===== src/rtl/pc_gen.sv =====
// Fetch PC generator: owns the architectural fetch PC, the ibus request handshake,
// and a one-word hold buffer that keeps the fetched instruction alive across stalls.
module pc_gen #(
   parameter logic [63:0] RESET_PC = 64'h8000_0000
) (
   input  logic        clk,
   input  logic        reset,
   output logic        ireq_valid,
   output logic [63:0] ireq_addr,
   input  logic        iresp_addr_ok,
   input  logic        iresp_data_ok,
   input  logic [31:0] iresp_data,
   input  logic        stall,
   input  logic        redirect_valid,
   input  logic [63:0] redirect_pc,
   output logic [63:0] pc_f,
   output logic [31:0] instr_f,
   output logic        valid_f
);

   typedef enum logic [1:0] {BOOT, REQ, HOLD, DISCARD} state_t;

   state_t      state;
   logic [63:0] pc;
   logic [63:0] pend_pc;
   logic [31:0] ibuf;
   logic [63:0] redirect_aligned;
   logic        unused_addr_ok;

   assign unused_addr_ok   = iresp_addr_ok;
   assign redirect_aligned = {redirect_pc[63:2], 2'b00};

   assign ireq_valid = (state == REQ) || (state == DISCARD);
   assign ireq_addr  = pc;
   assign pc_f       = pc;

   // A redirect always kills the word presented this cycle, whatever its source.
   always_comb begin
      valid_f = 1'b0;
      instr_f = 32'h0;
      case (state)
         REQ: begin
            valid_f = iresp_data_ok && !redirect_valid;
            instr_f = iresp_data;
         end
         HOLD: begin
            valid_f = !redirect_valid;
            instr_f = ibuf;
         end
         DISCARD: begin
            instr_f = iresp_data;
         end
         default: begin
            valid_f = 1'b0;
            instr_f = 32'h0;
         end
      endcase
   end

   // The request address must stay put until data_ok, so a redirect seen while a
   // request is outstanding is parked in pend_pc and applied when the old word lands.
   always_ff @(posedge clk or posedge reset) begin
      if (reset) begin
         state   <= BOOT;
         pc      <= RESET_PC;
         pend_pc <= 64'h0;
         ibuf    <= 32'h0;
      end else begin
         case (state)
            BOOT: begin
               state <= REQ;
            end
            REQ: begin
               if (iresp_data_ok) begin
                  if (redirect_valid) begin
                     pc <= redirect_aligned;
                  end else if (stall) begin
                     ibuf  <= iresp_data;
                     state <= HOLD;
                  end else begin
                     pc <= pc + 64'd4;
                  end
               end else if (redirect_valid) begin
                  pend_pc <= redirect_aligned;
                  state   <= DISCARD;
               end
            end
            HOLD: begin
               if (redirect_valid) begin
                  pc    <= redirect_aligned;
                  state <= REQ;
               end else if (!stall) begin
                  pc    <= pc + 64'd4;
                  state <= REQ;
               end
            end
            DISCARD: begin
               if (iresp_data_ok) begin
                  pc    <= redirect_valid ? redirect_aligned : pend_pc;
                  state <= REQ;
               end else if (redirect_valid) begin
                  pend_pc <= redirect_aligned;
               end
            end
            default: begin
               state <= BOOT;
            end
         endcase
      end
   end

endmodule


===== config.mk =====
export PLATFORM = sky130hd
export DESIGN_NAME = pc_gen
export DESIGN_NICKNAME = d
export VERILOG_FILES = /design/src/rtl/pc_gen.sv
export SDC_FILE = /design/constraint.sdc
export NUM_CORES = 1
export LEC_CHECK = 0
export BUFFER_PORTS_ARGS = -buffer_cell sky130_fd_sc_hd__buf_2
export CAP_MARGIN = 10
export CORE_AREA = 5 5 151 153
export CTS_BUF_LIST = sky130_fd_sc_hd__clkbuf_4 sky130_fd_sc_hd__clkbuf_8
export DETAILED_ROUTE_END_ITERATION = 12
export DIE_AREA = 0 0 156 158
export PLACE_DENSITY = 0.72
export RECOVER_POWER = 25
export SYNTH_ARGS = -nofsm -noshare
export SYNTH_HDL_FRONTEND = slang
export SYNTH_SLANG_ARGS = --single-unit
export TNS_END_PERCENT = 100

===== constraint.sdc =====
create_clock -name clk -period 6.6 [get_ports clk]
set_input_delay 1.98 -clock clk [delete_from_list [all_inputs] [get_ports clk]]
set_output_delay 1.98 -clock clk [all_outputs]
set_load 0.005 [all_outputs]

==> out/qor.csv <==
metric,value,unit
"Cell Area, Placed",0.0105,mm^2
Critical Path AT,3.02,ns
Avg Inst Size Synth,9.54,um^2
die width,156,um
drt via density,5.89,
CTS Hold Buffers Added,0,
Slew @ Worst Pin,3.38,ns
maximum vdd drop,0.217,mV
input/output buffers,260,
Multi-input gate area,0.00456,mm^2
failing checks,"capacitance limit, slew limit",
postcts setup bufs,0,
synth warn,0,
Clock transition at path regs,0.09,ns
Cell variety after synth,67,
min Tclk post-route,5.00,ns
1st-pass router iterations,5,
area occupied by registers,0.00406,mm^2
CTS tree,built,
die height,158,um
cells after synthesis,987,
Power Density,460,mW/mm^2
clock root cell,clkbuf_8,
GP Congestion,0.832,
Worst Setup End Kind,output pin,
Final Instance Area,0.0108,mm^2
ys flop type,dfrtp_1,
initial antenna violation count,8,
global-route wire length before repair,44.7,mm
Pleak,4.95,nW
"flops & latches, synth",162,
RSZ-0062 raised after global routing,no,
layout cells sized above 1,0.364,
Post-synth ARST share,1.00,
Final Util,0.507,
First DRT Iteration DRCs,709,
largest net degree at the start of global routing,75,
Post-DP HPWL,19.8,mm
class of the most critical setup path,reg2out,
sequential share of the synthesized area,0.431,
Relative slew margins,-1.27,
clk_skew,0.0163,ns
"Max FO, Critical Path",31,
CTS buffer count,17,
Die Footprint,0.0246,mm^2
Post-synth EDFFs,0,
Area Growth Syn to Fin,15.2,%
"worst slack, placed",1.75,ns
setup TNS,0,ns
row count,54,
GRT Util Overall,0.226,
worst skew pair latency,0.46,ns
final hold violation count,0,
vias in the first global route,8170,
syn nets,1094,
wire per inst,19.5,um
number of routed nets with antenna violations,0,
final setup margin,1.60,ns
io pins,264,
# nets final,1257,
post_cts resized,0,
status,"finished, violations left",
initial core utilization,0.440,
final number of setup-violating endpoints,0,
core area,0.0214,mm^2
routed vias,8490,
DRC viols,0,
Startpoint Class,register,
Fmax,200,MHz
H-tree depth,4,
fin crit share,0.758,
WP data required,4.62,ns
synthesized area,0.00942,mm^2
final wirelength,28.1,mm
Sink Count,162,
GR Overflow Total,0,
Final Slew Violations,114,
Fillers,2009,
worst min-delay path class,reg2reg,
Max-cap violations,2,
Max Root-Sink Buffers,2,
[stage by stage]
| step | hold WS [ns] | instances | total power [mW] |
|---|---|---|---|
| 2_1_floorplan | 0.453 | 987 | 3.51 |
| 3_3_place_gp | 0.472 | 1411 | 4.16 |
| 3_5_place_dp | 0.481 | 1411 | 4.24 |
| 4_1_cts | 0.499 | 1441 | 5.03 |
| 5_1_grt | 0.509 | 1442 | 5.39 |
| 6_report | 0.497 | 1442 | 5.00 |
[cell usage in the layout (no fill, tap or decap), types with 3 or more instances in the layout]
cell,count
o22ai_1,15
a22oi_1,45
a221oi_1,4
o31a_1,4
and4_1,13
mux2_2,94
a31oi_1,15
inv_1,15
and2_1,7
o22a_1,4
o21a_1,3
mux2i_1,4
nor3_1,11
o21ai_0,77
o211ai_1,4
a41oi_1,8
nand3_1,30
clkbuf_8,19
a211oi_1,3
nand2_1,65
o2bb2ai_1,3
o41ai_1,3
bufinv_16,3
nand4_1,19
a21oi_1,48
buf_4,13
and3_1,25
dfrtp_1,161
a31o_2,5
nor4_1,6
nor2_1,84
buf_2,260
nor3b_1,4
a211o_1,4
a22o_1,18
ha_1,5
o31ai_1,4
[cell families (layout without fill, tap and decap cells)]
group           count (synthesis)  after routing  synth area share
compound gates                288            288             0.203
simple gates                  285            285             0.155
flops                         162            162             0.431
buf+inv                       148            322            0.0877
mux                            98             98             0.117
fa+ha+maj                       5              5           0.00664
xor+xnor                        1              1          0.000930
other cells                     0              1                 0
[registers in the layout, summed over array words and instances, names as in the netlist]
name / cells
state: 2
ibuf: 32
pend_pc: 64
ireq_addr: 64
[worst paths after layout]
path	to	depth (start not counted)	slack [ns]	from
setup reg to reg	ireq_addr[62]	8	1.84	state[0]
min in group asynchronous	pend_pc[3]	2	2.51	reset
max in group asynchronous	pend_pc[57]	3	1.70	reset
setup / recovery	instr_f[14]	6	1.60	state[0]
hold / removal	pend_pc[0]	1	0.50	pend_pc[0]
hold reg to reg	pend_pc[0]	1	0.50	pend_pc[0]
[area by class of cell]
type,count,area share
inverter,16,0.00565
sequential,162,0.374
clock inverter,9,0.0122
antenna,1,0.000231
clock buffer,21,0.0255
multi-input combinational,677,0.420
timing repair buffer,276,0.130
tap,280,0.0323
[per-layer routing]
| layer | track usage | vias up | part of all wire |
|---|---|---|---|
| met1 | 0.302 | 4123 | 0.42 |
| li1 | - | 3932 | - |
| met2 | 0.363 | 373 | 0.47 |
| met3 | 0.0640 | 48 | 0.094 |
| met4 | 0.0625 | 14 | 0.017 |
| met5 | 0 | - | 0.0032 |
[worst max-delay path, stage by stage (launching register included)]
cell and delay (ns):
dfrtp_1 1.05, inv_1 0.17, ha_1 0.58, buf_4 0.33, a22oi_1 0.22, nor2_1 0.06, buf_2 0.13
[power by group]
| group | switching, mW | internal, mW |
|---|---|---|
| Sequential | 0.544 | 1.48 |
| Clock | 0.379 | 0.399 |
| Combinational | 1.16 | 1.04 |
| Total | 2.08 | 2.92 |
[synthesized netlist by cell type (all sizes together), types with 5 or more instances]
cell,number,area [um^2]
ha,5,62.6
a41oi,8,70.1
a31o,5,43.8
nand2,67,254
a21oi,48,240
clkbuf,47,176
a22o,18,158
nor2,86,323
buf,85,589
a31oi,15,93.8
and4,13,114
and2,9,58.8
inv,16,60.1
dfrtp,161,4030
and3,25,156
a22oi,45,338
mux2,94,1060
a211o,5,43.8
o21ai,78,390
nand3,31,160
nor3,11,55.1
nor4,10,105
o22ai,15,93.8
nand4,20,131
Power figures use the tool's default switching activity.
